`src/rtl/seq_muldiv_pkg.sv`:
```
// Shared definitions for the sequential multiply/divide unit:
// op encodings, FSM states and a magnitude helper.
package muldiv_pkg;

    localparam logic [1:0] MULT  = 2'b00;
    localparam logic [1:0] MULTU = 2'b01;
    localparam logic [1:0] DIV   = 2'b10;
    localparam logic [1:0] DIVU  = 2'b11;

    localparam int MAX_W = 64;

    typedef enum logic [1:0] {
        IDLE,
        CALC,
        FIX,
        DONE
    } state_t;

    // Callers zero-extend into MAX_W and truncate back; the low bits
    // of a two's-complement negation do not depend on the extension.
    function automatic logic [MAX_W-1:0] mag(
        input logic [MAX_W-1:0] v,
        input logic             neg
    );
        return neg ? (~v + MAX_W'(1)) : v;
    endfunction

endpackage

```
`src/rtl/seq_muldiv_if.sv`:
```
// Request/result bundle between the datapath control and the
// mult/div engine, including the mthi/mtlo direct-write path.
interface seq_muldiv_if #(
    parameter int WIDTH = 32
);

    logic             start;
    logic [1:0]       op;
    logic [WIDTH-1:0] a;
    logic [WIDTH-1:0] b;
    logic             hi_we;
    logic             lo_we;
    logic [WIDTH-1:0] hi_wdata;
    logic [WIDTH-1:0] lo_wdata;
    logic             busy;
    logic             ready;
    logic             div_by_zero;
    logic [WIDTH-1:0] hi;
    logic [WIDTH-1:0] lo;

    modport master (
        output start, op, a, b,
        output hi_we, lo_we, hi_wdata, lo_wdata,
        input  busy, ready, div_by_zero, hi, lo
    );

    modport slave (
        input  start, op, a, b,
        input  hi_we, lo_we, hi_wdata, lo_wdata,
        output busy, ready, div_by_zero, hi, lo
    );

endinterface

```
`src/rtl/seq_muldiv.sv`:
```
// One-bit-per-cycle multiply/divide engine with HI/LO registers.
// Operates on magnitudes and fixes signs in a single FIX cycle.
module seq_muldiv
    import muldiv_pkg::*;
#(
    parameter int WIDTH = 32
) (
    input  logic         clk,
    input  logic         reset,
    seq_muldiv_if.slave  bus
);

    localparam int CW = $clog2(WIDTH + 1);
    localparam int W2 = 2 * WIDTH;
    localparam logic [CW-1:0] LAST = CW'(WIDTH - 1);

    state_t state;
    state_t state_nx;

    logic [WIDTH-1:0] acc;
    logic [WIDTH-1:0] dvs;
    logic [WIDTH-1:0] mq;
    logic [CW-1:0]    cnt;
    logic             is_div_q;
    logic             sign_a;
    logic             sign_b;
    logic             b_zero;
    logic [WIDTH-1:0] hi_q;
    logic [WIDTH-1:0] lo_q;
    logic             dbz_q;

    logic             busy;
    logic             accept;
    logic             is_div;
    logic             is_signed;
    logic             neg_a;
    logic             neg_b;
    logic             neg_q;
    logic [WIDTH:0]   mul_sum;
    logic             div_ok;
    logic [WIDTH-1:0] div_diff;
    logic [W2-1:0]    prod;
    logic [W2-1:0]    prod_fix;
    logic [WIDTH-1:0] quot_fix;
    logic [WIDTH-1:0] rem_fix;

    assign busy   = (state == CALC) || (state == FIX);
    assign accept = bus.start && !busy;

    assign is_div    = (bus.op == DIV) || (bus.op == DIVU);
    assign is_signed = (bus.op == MULT) || (bus.op == DIV);
    assign neg_a     = is_signed && bus.a[WIDTH-1];
    assign neg_b     = is_signed && bus.b[WIDTH-1];
    assign neg_q     = sign_a ^ sign_b;

    assign mul_sum = (WIDTH+1)'(acc)
                   + (WIDTH+1)'(mq[0] ? dvs : '0);

    // The running remainder may exceed the divisor only when it is zero,
    // so compare at full width and subtract modulo 2^WIDTH.
    assign div_ok   = {acc, mq[WIDTH-1]} >= {1'b0, dvs};
    assign div_diff = {acc[WIDTH-2:0], mq[WIDTH-1]} - dvs;

    assign prod     = {acc, mq};
    assign prod_fix = neg_q ? (~prod + W2'(1)) : prod;
    assign quot_fix = b_zero ? '1
                    : WIDTH'(mag(MAX_W'(mq), neg_q));
    assign rem_fix  = WIDTH'(mag(MAX_W'(acc), sign_a));

    always_ff @(posedge clk) begin
        if (reset) begin
            state <= IDLE;
        end else begin
            state <= state_nx;
        end
    end

    always_comb begin
        state_nx = state;
        unique case (state)
            IDLE:    if (accept) state_nx = CALC;
            CALC:    if (cnt == LAST) state_nx = FIX;
            FIX:     state_nx = DONE;
            DONE:    state_nx = accept ? CALC : IDLE;
            default: state_nx = IDLE;
        endcase
    end

    always_ff @(posedge clk) begin
        if (accept) begin
            is_div_q <= is_div;
            sign_a   <= neg_a;
            sign_b   <= neg_b;
            b_zero   <= (bus.b == '0);
            acc      <= '0;
            dvs      <= WIDTH'(mag(MAX_W'(bus.b), neg_b));
            mq       <= WIDTH'(mag(MAX_W'(bus.a), neg_a));
            cnt      <= '0;
        end else if (state == CALC) begin
            cnt <= cnt + CW'(1);
            if (is_div_q) begin
                acc <= div_ok ? div_diff
                              : {acc[WIDTH-2:0], mq[WIDTH-1]};
                mq  <= {mq[WIDTH-2:0], div_ok};
            end else begin
                acc <= mul_sum[WIDTH:1];
                mq  <= {mul_sum[0], mq[WIDTH-1:1]};
            end
        end
    end

    always_ff @(posedge clk) begin
        if (reset) begin
            hi_q  <= '0;
            lo_q  <= '0;
            dbz_q <= 1'b0;
        end else if (state == FIX) begin
            if (is_div_q) begin
                hi_q <= rem_fix;
                lo_q <= quot_fix;
            end else begin
                {hi_q, lo_q} <= prod_fix;
            end
            dbz_q <= is_div_q && b_zero;
        end else begin
            if (accept) dbz_q <= 1'b0;
            if (!busy && bus.hi_we) hi_q <= bus.hi_wdata;
            if (!busy && bus.lo_we) lo_q <= bus.lo_wdata;
        end
    end

    assign bus.busy        = busy;
    assign bus.ready       = (state == DONE);
    assign bus.div_by_zero = dbz_q;
    assign bus.hi          = hi_q;
    assign bus.lo          = lo_q;

endmodule

```
`src/flat_wrapper.sv`:
```
// flat-port wrapper written by rule: the top's interface ports become plain ports
module seq_muldiv_flat import muldiv_pkg::*;
#(
    parameter int WIDTH = 32
)
  (clk, reset, bus_start, bus_op, bus_a, bus_b, bus_hi_we, bus_lo_we, bus_hi_wdata, bus_lo_wdata, bus_busy, bus_ready, bus_div_by_zero, bus_hi, bus_lo);
  seq_muldiv_if #(.WIDTH(WIDTH)) bus_i ();
  input  logic clk;
  input  logic reset;
  input wire logic [$bits(bus_i.start)-1:0] bus_start;
  input wire logic [$bits(bus_i.op)-1:0] bus_op;
  input wire logic [$bits(bus_i.a)-1:0] bus_a;
  input wire logic [$bits(bus_i.b)-1:0] bus_b;
  input wire logic [$bits(bus_i.hi_we)-1:0] bus_hi_we;
  input wire logic [$bits(bus_i.lo_we)-1:0] bus_lo_we;
  input wire logic [$bits(bus_i.hi_wdata)-1:0] bus_hi_wdata;
  input wire logic [$bits(bus_i.lo_wdata)-1:0] bus_lo_wdata;
  output wire logic [$bits(bus_i.busy)-1:0] bus_busy;
  output wire logic [$bits(bus_i.ready)-1:0] bus_ready;
  output wire logic [$bits(bus_i.div_by_zero)-1:0] bus_div_by_zero;
  output wire logic [$bits(bus_i.hi)-1:0] bus_hi;
  output wire logic [$bits(bus_i.lo)-1:0] bus_lo;
  assign bus_i.start = bus_start;
  assign bus_i.op = bus_op;
  assign bus_i.a = bus_a;
  assign bus_i.b = bus_b;
  assign bus_i.hi_we = bus_hi_we;
  assign bus_i.lo_we = bus_lo_we;
  assign bus_i.hi_wdata = bus_hi_wdata;
  assign bus_i.lo_wdata = bus_lo_wdata;
  assign bus_busy = bus_i.busy;
  assign bus_ready = bus_i.ready;
  assign bus_div_by_zero = bus_i.div_by_zero;
  assign bus_hi = bus_i.hi;
  assign bus_lo = bus_i.lo;
  seq_muldiv #(.WIDTH(WIDTH)) u_core (.clk(clk), .reset(reset), .bus(bus_i));
endmodule
```
`config.mk`:
```
export PLATFORM = sky130hd
export DESIGN_NAME = seq_muldiv_flat
export DESIGN_NICKNAME = d
export VERILOG_FILES = /design/src/rtl/seq_muldiv_pkg.sv /design/src/rtl/seq_muldiv_if.sv /design/src/rtl/seq_muldiv.sv /design/src/flat_wrapper.sv
export SDC_FILE = /design/constraint.sdc
export NUM_CORES = 1
export LEC_CHECK = 0
export ABC_AREA = 1
export CAP_MARGIN = 20
export CORE_MARGIN = 10
export CORE_UTILIZATION = 53
export CTS_BUF_LIST = sky130_fd_sc_hd__clkbuf_16
export DETAILED_ROUTE_END_ITERATION = 7
export DONT_BUFFER_PORTS = 1
export PLACE_DENSITY = 0.68
export SKIP_LAST_GASP = 1
export SYNTH_ARGS = -nofsm -noshare
export SYNTH_HDL_FRONTEND = slang
export SYNTH_SLANG_ARGS = --single-unit
export TNS_END_PERCENT = 30
```
`constraint.sdc`:
```
create_clock -name clk -period 4.1 [get_ports clk]
set_input_delay 1.025 -clock clk [delete_from_list [all_inputs] [get_ports clk]]
set_output_delay 1.025 -clock clk [all_outputs]
set_load 0.01 [all_outputs]
```
Yosys cells after proc, flatten, opt, wreduce, memory -nomap -nowiden
Index checks and enable logic that the tools add are counted.

$add $sub $neg: 8. Magnitude comparators: 1. Equal/unequal tests: 8. Multiplexer cells: 24. Bitwise logic cells: 6. Reductions and logical operators: 18.

Operators with widths (count): $mux 32 (17); $add 32x1->32 const B (4); $not 32->32 (4); $add 64x1->64 const B (1); $mux 64 (1); $not 64->64 (1); $add 32x33->33 (1); $ge 33x32->1 (1); $logic_not 32->1 (1); $sub 32x32->32 (1); $eq 2x2->1 const B (4); $pmux 2 s4 (1); $reduce_bool 2->1 (4); $add 6x1->6 const B (1); $eq 6x5->1 const B (1); $logic_and 1x1->1 (6); $logic_not 2->1 (2); $mux 2 (2); $logic_or 1x1->1 (3); $mux 1 (3); $eq 2x1->1 const B (1); $ne 2x1->1 const B (1); $ne 2x2->1 const B (1); $reduce_and 2->1 (1); 2 further kinds (2).

Register bits: 173. Input bits: 135. Output and inout port bits: 67. Logic and storage cells: 77.

Logic depth before layout (Yosys ltp)
Gate-level depths: netlist of run 1.

Word-level depth: 6. Mapped depth: 20.

Least setup slack after synthesis of run 1
Ideal clock, no wire load.

Kind: input to register. From: in bus_start. To: reg u_core.mq[24] (data pin). Setup time: 161 ps. Data arrival time: 3073 ps. Required time: 3939 ps. Slack: 866 ps. Cell stages on the path: 6. Path through: nand2_1 > inv_1 > clkbuf_1 > buf_1 > o21ai_0 > o22ai_1.

Word-level cells in the longest chain between the ends: 2.

Ends and longest elaborated chain: from (decl) (line flat_wrapper.sv:10) `input wire logic [$bits(bus_i.start)-1:0] bus_start;`; $logic_and 1x1->1 (line seq_muldiv.sv:48) `assign accept = bus.start && !busy;`; net u_core.accept (line seq_muldiv.sv:33) `logic accept;`; $mux 32 (line seq_muldiv.sv:90) `if (accept) begin`; to (signal assigned) (line seq_muldiv.sv:97) `mq <= WIDTH'(mag(MAX_W'(bus.a), neg_a));`; to (signal assigned) (line seq_muldiv.sv:104) `mq <= {mq[WIDTH-2:0], div_ok};`; to (signal assigned) (line seq_muldiv.sv:107) `mq <= {mul_sum[0], mq[WIDTH-1:1]};`; to (decl) (line seq_muldiv.sv:22) `logic [WIDTH-1:0] mq;`.

The timed path passes the listed nets, and every way through them passes these cells. A chain may end at the register's enable or synchronous reset.

Final worst setup path of run 1
From: reg u_core.mq[0]. To: reg u_core.acc[29].

Word-level cells in the longest chain between the ends: 3.

Ends and longest elaborated chain: $mux 32 (line seq_muldiv.sv:57) `+ (WIDTH+1)'(mq[0] ? dvs : '0);`; $add 32x33->33 (line seq_muldiv.sv:57); $mux 32 (line seq_muldiv.sv:101) `if (is_div_q) begin`; to (signal assigned) (line seq_muldiv.sv:102) `acc <= div_ok ? div_diff`; to (signal assigned) (line seq_muldiv.sv:106) `acc <= mul_sum[WIDTH:1];`; to (decl) (line seq_muldiv.sv:20) `logic [WIDTH-1:0] acc;`.

Every way passes these cells.

==> results of run 1 <==
==> routing by layer <==
metal  global-route usage  vias up  share of wire
li1                     -     9129              -
met1                0.437     8606           0.41
met2                0.489     1067           0.42
met5                    0        -        0.00020
met4                0.144        2          0.042
met3               0.0877      161           0.12
==> cell usage after synthesis, types with 3 or more instances <==
cell type | n | area, µm²
nand2_1 | 868 | 3260
inv_1 | 352 | 1320
nor2_1 | 321 | 1200
a21oi_1 | 250 | 1250
o21ai_0 | 216 | 1080
nand3_1 | 196 | 981
dfxtp_1 | 105 | 2100
ha_1 | 74 | 926
clkbuf_1 | 71 | 267
edfxtp_1 | 68 | 2040
xor2_1 | 63 | 552
nand4_1 | 39 | 244
nor3_1 | 37 | 185
o22ai_1 | 28 | 175
nand3b_1 | 20 | 150
buf_1 | 14 | 52.6
o21ai_1 | 12 | 60.1
buf_2 | 9 | 45.0
o211ai_1 | 9 | 67.6
xnor2_1 | 9 | 78.8
a31oi_1 | 7 | 43.8
nor2_2 | 6 | 37.5
o21bai_1 | 6 | 45.0
and2_1 | 4 | 25.0
inv_2 | 4 | 15.0
nor4_1 | 4 | 25.0
o31ai_1 | 4 | 30.0
clkinv_1 | 3 | 11.3
or2_2 | 3 | 18.8
==> sequential cells by signal, indices dropped and copies added, names as in the netlist <==
register                flops
u_core.is_div_q             1
u_core.b_zero               1
u_core.sign_b               1
u_core.bus.div_by_zero      1
u_core.mq                  32
u_core.state                2
u_core.sign_a               1
u_core.bus.lo              32
u_core.dvs                 32
u_core.bus.hi              32
u_core.cnt                  6
u_core.acc                 32
==> final timing paths <==
check                           cells after the start              to          start
worst min register to register                      2   u_core.cnt[1]  u_core.cnt[1]
worst min-delay path                                2   u_core.cnt[1]  u_core.cnt[1]
worst max register to register                     17  u_core.acc[29]   u_core.mq[0]
worst max-delay path                               17  u_core.acc[29]   u_core.mq[0]
==> worst max-delay path, stage by stage, from the launching register on <==
cell and delay, ns:
edfxtp_1 0.83, nand2_1 0.11, inv_1 0.10, ha_1 0.23
fa_1 0.28, nand3_1 0.09, nand2_1 0.15, nand2_1 0.07
nand2_1 0.18, nand3_1 0.11, nand2_1 0.16, nand2_1 0.15
nand2_1 0.09, nand2_1 0.04, nand3_1 0.07, nand2_1 0.05
inv_1 0.15, a21oi_1 0.08
==> logic make-up after synthesis <==
family / count (synthesis) / synth area share
DFF: 173 / 0.250
buffers and inverters: 457 / 0.106
xor gates and xnor gates: 72 / 0.0380
adders and majority gates: 76 / 0.0582
AOI/OAI and AO/OA: 541 / 0.170
and+or+nand+nor: 1514 / 0.378
==> area by class of cell <==
class,instances,area (µm²)
inverter,360,1360
sequential,173,4140
timing repair buffer,36,295
fill,3260,13200
clock buffer,17,425
clock inverter,15,97.6
tap,396,495
multi-input combinational,2203,10700
==> metrics by stage <==
stage	total power [mW]	setup slack (ns)
4_1_cts	15.3	1.10
5_1_grt	16.9	0.811
3_5_place_dp	13.7	0.935
6_report	15.7	1.02
2_1_floorplan	10.5	0.866
3_3_place_gp	13.6	0.969
==> power groups by stage <==
stage / Sequential, mW / Clock (mW) / Combinational [mW]
floorplan: 3.35 / 0 / 7.13
global placement: 3.86 / 0 / 9.75
detailed placement: 3.87 / 0 / 9.84
CTS: 3.84 / 1.53 / 9.89
global route: 3.93 / 1.61 / 11.4
finish: 3.91 / 1.52 / 10.3
==> cell usage in the layout, fill, tap and decap left out, types with 5 or more instances in the layout <==
cell type and n:
nand3b_1 20, nand4_1 39, nand2_1 867, dfxtp_1 105, nor2_2 6, o211ai_1 9, a31oi_1 7, edfxtp_1 68
xnor2_1 9, a21oi_1 250, xor2_1 63, inv_1 353, buf_4 34, inv_2 5, ha_1 73, o21ai_1 12
o22ai_1 28, clkbuf_16 17, nor2_1 321, nand3_1 196, o21bai_1 6, nor3_1 37, o21ai_0 216
==> results.toml, run 1 <==
[outcome]
run_status = "finished clean"

[power]
combPwrFrac = 0.654
powerDensity_nw_per_um2 = 895
ir_drop_mv = 0.512
net-switching-power_mw = 9.11
power_frac_clock = 0.097
switching_share = 0.581
p_leak_nw = 8.53
p_int_mw = 6.57
pwr-share-seq = 0.249

[setup_path]
end_kind = "flip-flop"
rrSetupSlack_ns = 1.02
critPathRequiredTime_ns = 4.45
cp-start-kind = "flip-flop"
critPathMaxFanout = 20
arrival_ns = 3.42
crit_type = "reg2reg"

[synthesis]
yosysWarnings = 0
synth.distinct_cells = 51
synth-async-reset-ratio = 0
synth_enable_flop_cells = 68
postSynthAreaPerCell_um2 = 5.86
ys_ff_latch = 173
ys_seq_area_frac = 0.250
synth_cells = 2833
synth-main-ff-cell = "dfxtp_1"
syn-cell-area_um2 = 16600
synth_nets = 3044

[floorplan]
die_x_um = 197
ios = 202
die_area_um2 = 38800
initial_core_util = 0.540
die_y_um = 197
rows = 64
coreArea_um2 = 30700

[cts]
hold_buffers = 0
cts_buffers = 17
clockBufferDepth = 2
path_clk_slew_ns = 0.08
cts_setup_buffers = 0
cts-resized-gates = 0
cts_root_buf = "clkbuf_16"
clk_latency_ns = 0.46
cts-htree-levels = 4
cts_tree = "done"
clock_sinks = 173

[drt]
wl_per_cell_um = 20.3
vias = 18965
ant_nets = 0
drt-initial-drc-count = 2171
wl_um = 65000
avgViaCountPerCell = 5.93
drc = 0
drtPass1Iterations = 6

[timing]
slew_violations = 0
setup_tns_ns = 0
fin_hold_ws_ns = 0.495
fin_skew_ns = 0.0170
hold_viol_final = 0
setup_viol = 0
period_needed_ns = 3.08
relSlewSlack = 0.332
rsz0062_at_grt = "false"
final.period_utilization = 0.750
timing.fmax_mhz = 325
tightest_slew_ns = 1.00

[placed_design]
post_dp_cell_area_um2 = 17000
dp.cells = 3167
io_buffers = 0
hpwl_um = 51700
gp_congestion = 1.09

[layout]
fin_util = 0.570
drive_above_1_share = 0.0335
final_nets = 3002
area_delta_synth_final_pct = 5.55
diodes = 0
design_area_um2 = 17500
instances_no_fill = 3200

[flow_run]
maxCapViolations = 0

[hold_path]
hold_path.class = "reg2reg"

[global_route]
grt_usage = 0.328
grt_remaining_overflow = 0
grt_start_max_net_pins = 64
antenna_found_initial = 1
grt_pass1_wl_um = 100000
grt_pass1_vias = 17660
No activity file was read; power rests on OpenSTA's default activity.
==> inputs of run 2 (changes only) <==
==> constraint.sdc (replaced) <==
create_clock -name clk -period 3.2 [get_ports clk]
set_input_delay 0.8 -clock clk [delete_from_list [all_inputs] [get_ports clk]]
set_output_delay 0.8 -clock clk [all_outputs]
set_load 0.01 [all_outputs]
==> run 2 against run 1 <==
Compared with the run above: global-route usage is 1.3 points higher; critical path depth is 1 higher; total power is 34% higher; hold slack worse by 0.090 ns; combinational power is 37% higher; count of clock-buffer cells in the layout stayed put; die area stayed put; clock power is 50% higher; design area is 1.5% higher; non-clock buffer count is 22 higher; critical path type unchanged.
==> results.toml, run 2 (same netlist as run 1, synthesis figures left out) <==
[setup_path]
crit_type = "reg2reg"
path_cells = "buf_4 > buf_4 > nand2_1 > inv_1 > ha_1 > nand2_1 > nor2_1 > nand2_1 > nor2_1 > nand2_1 > nand3_1 > nand2_1 > nand3_1 > nand2_1 > inv_1 > nand3_1 > nand2_1 > inv_1"
cp_num_buf_inv = 5
end_kind = "flip-flop"
critPathRequiredTime_ns = 3.56
crit_top_cell = "nand2_1"
critPathSlowestCell = "ha_1"
crit_family = "simple AND/OR/NAND/NOR gates"
cp-start-kind = "flip-flop"
slowest_delay_ns = 0.41
critPathMaxFanout = 21
arrival_ns = 3.35

[global_route]
met2_usage = 0.511
grt_use_met3 = 0.0835
gr-usage-met1 = 0.465
grt_pass1_vias = 17876
grt_pass1_wl_um = 103000
antenna_found_initial = 2
grt_start_max_net_pins = 79
busiest_layer = "met2"
grt_remaining_overflow = 0
grt_usage = 0.341

[floorplan]
rows = 64
ios = 202
die_y_um = 197
die_area_um2 = 38800
initial_core_util = 0.540
die_x_um = 197
coreArea_um2 = 30700

[drt]
drc = 0
drtPass1Iterations = 6
drt-initial-drc-count = 2575
avgViaCountPerCell = 6.02
wl_um = 67900
vias = 19396
wl_per_cell_um = 21.1
ant_nets = 0

[timing]
hold_viol_final = 0
tightest_slew_ns = 0.991
fin_skew_ns = 0.00896
slew_violations = 0
setup_tns_ns = 0
fin_ws_ns = 0.212
timing.fmax_mhz = 335
rsz0062_at_grt = "false"
final.period_utilization = 0.934
period_needed_ns = 2.99
relSlewSlack = 0.338
setup_viol = 0
fin_hold_ws_ns = 0.405

[cts]
path_clk_slew_ns = 0.07
hold_buffers = 0
clock_sinks = 173
cts-htree-levels = 4
clk_latency_ns = 0.46
cts_tree = "done"
cts_buffers = 17
cts-resized-gates = 0
cts_setup_buffers = 0
cts_root_buf = "clkbuf_16"
clockBufferDepth = 2

[hold_path]
hold_path.class = "in2reg"

[power]
p_leak_nw = 8.68
p_int_mw = 8.83
switching_share = 0.580
power_frac_clock = 0.109
powerDensity_nw_per_um2 = 1180
net-switching-power_mw = 12.2
combPwrFrac = 0.669
ir_drop_mv = 0.589
pwr-share-seq = 0.223

[placed_design]
hpwl_um = 54700
gp_congestion = 1.09
io_buffers = 0
dp_worst_setup_slack_ns = 0.355

[layout]
area_delta_synth_final_pct = 7.15
drive_above_1_share = 0.0418
final_nets = 3024
mostFrequentLayoutCell = "nand2_1"
final_cell_mix = "867 x nand2_1, 352 x inv_1, 321 x nor2_1"

[flow_run]
maxCapViolations = 0

[outcome]
run_status = "finished clean"
-- run 2: layout make-up --
class                   count  area, µm²
inverters                 360       1360
flip-flops and latches    173       4140
clock buffers              17        425
diodes                      1       2.50
fillers                  3180      13000
repair buffers             58        473
multi-input cells        2203      10700
well taps                 396        495
clock inverters            15        183
-- run 2: final timing paths --
| path | from | endpoint | slack [ns] | cells after the start |
|---|---|---|---|---|
| max | u_core.mq[0] | u_core.acc[21] | 0.21 | 18 |
| min | reset | u_core.bus.hi[5] | 0.41 | 1 |
| max reg2reg | u_core.mq[0] | u_core.acc[21] | 0.21 | 18 |
| min reg2reg | u_core.cnt[1] | u_core.cnt[1] | 0.49 | 2 |
-- run 2: power by group through the flow --
stage	Sequential, mW	Combinational, mW	Clock (mW)
floorplan	4.29	9.14	0
global placement	4.65	13.5	0
detailed placement	4.66	13.5	0
CTS	4.62	13.6	2.28
global route	4.74	15.4	2.35
finish	4.69	14.1	2.28
-- run 2: per-layer routing --
metal	wire length (µm)	vias up
met1	27700	8889
met3	8800	161
met5	27	-
met2	28900	1149
met4	2440	4
li1	-	9193
-- run 2: stage by stage --
step | instances | instance area, µm² | power, mW | util
2_1_floorplan | 2833 | 16600 | 13.4 | -
3_3_place_gp | 3190 | 17200 | 18.1 | 0.559
3_5_place_dp | 3190 | 17200 | 18.2 | 0.559
4_1_cts | 3222 | 17800 | 20.5 | 0.579
5_1_grt | 3222 | 17800 | 22.5 | 0.579
6_report | 3223 | 17800 | 21.0 | 0.579
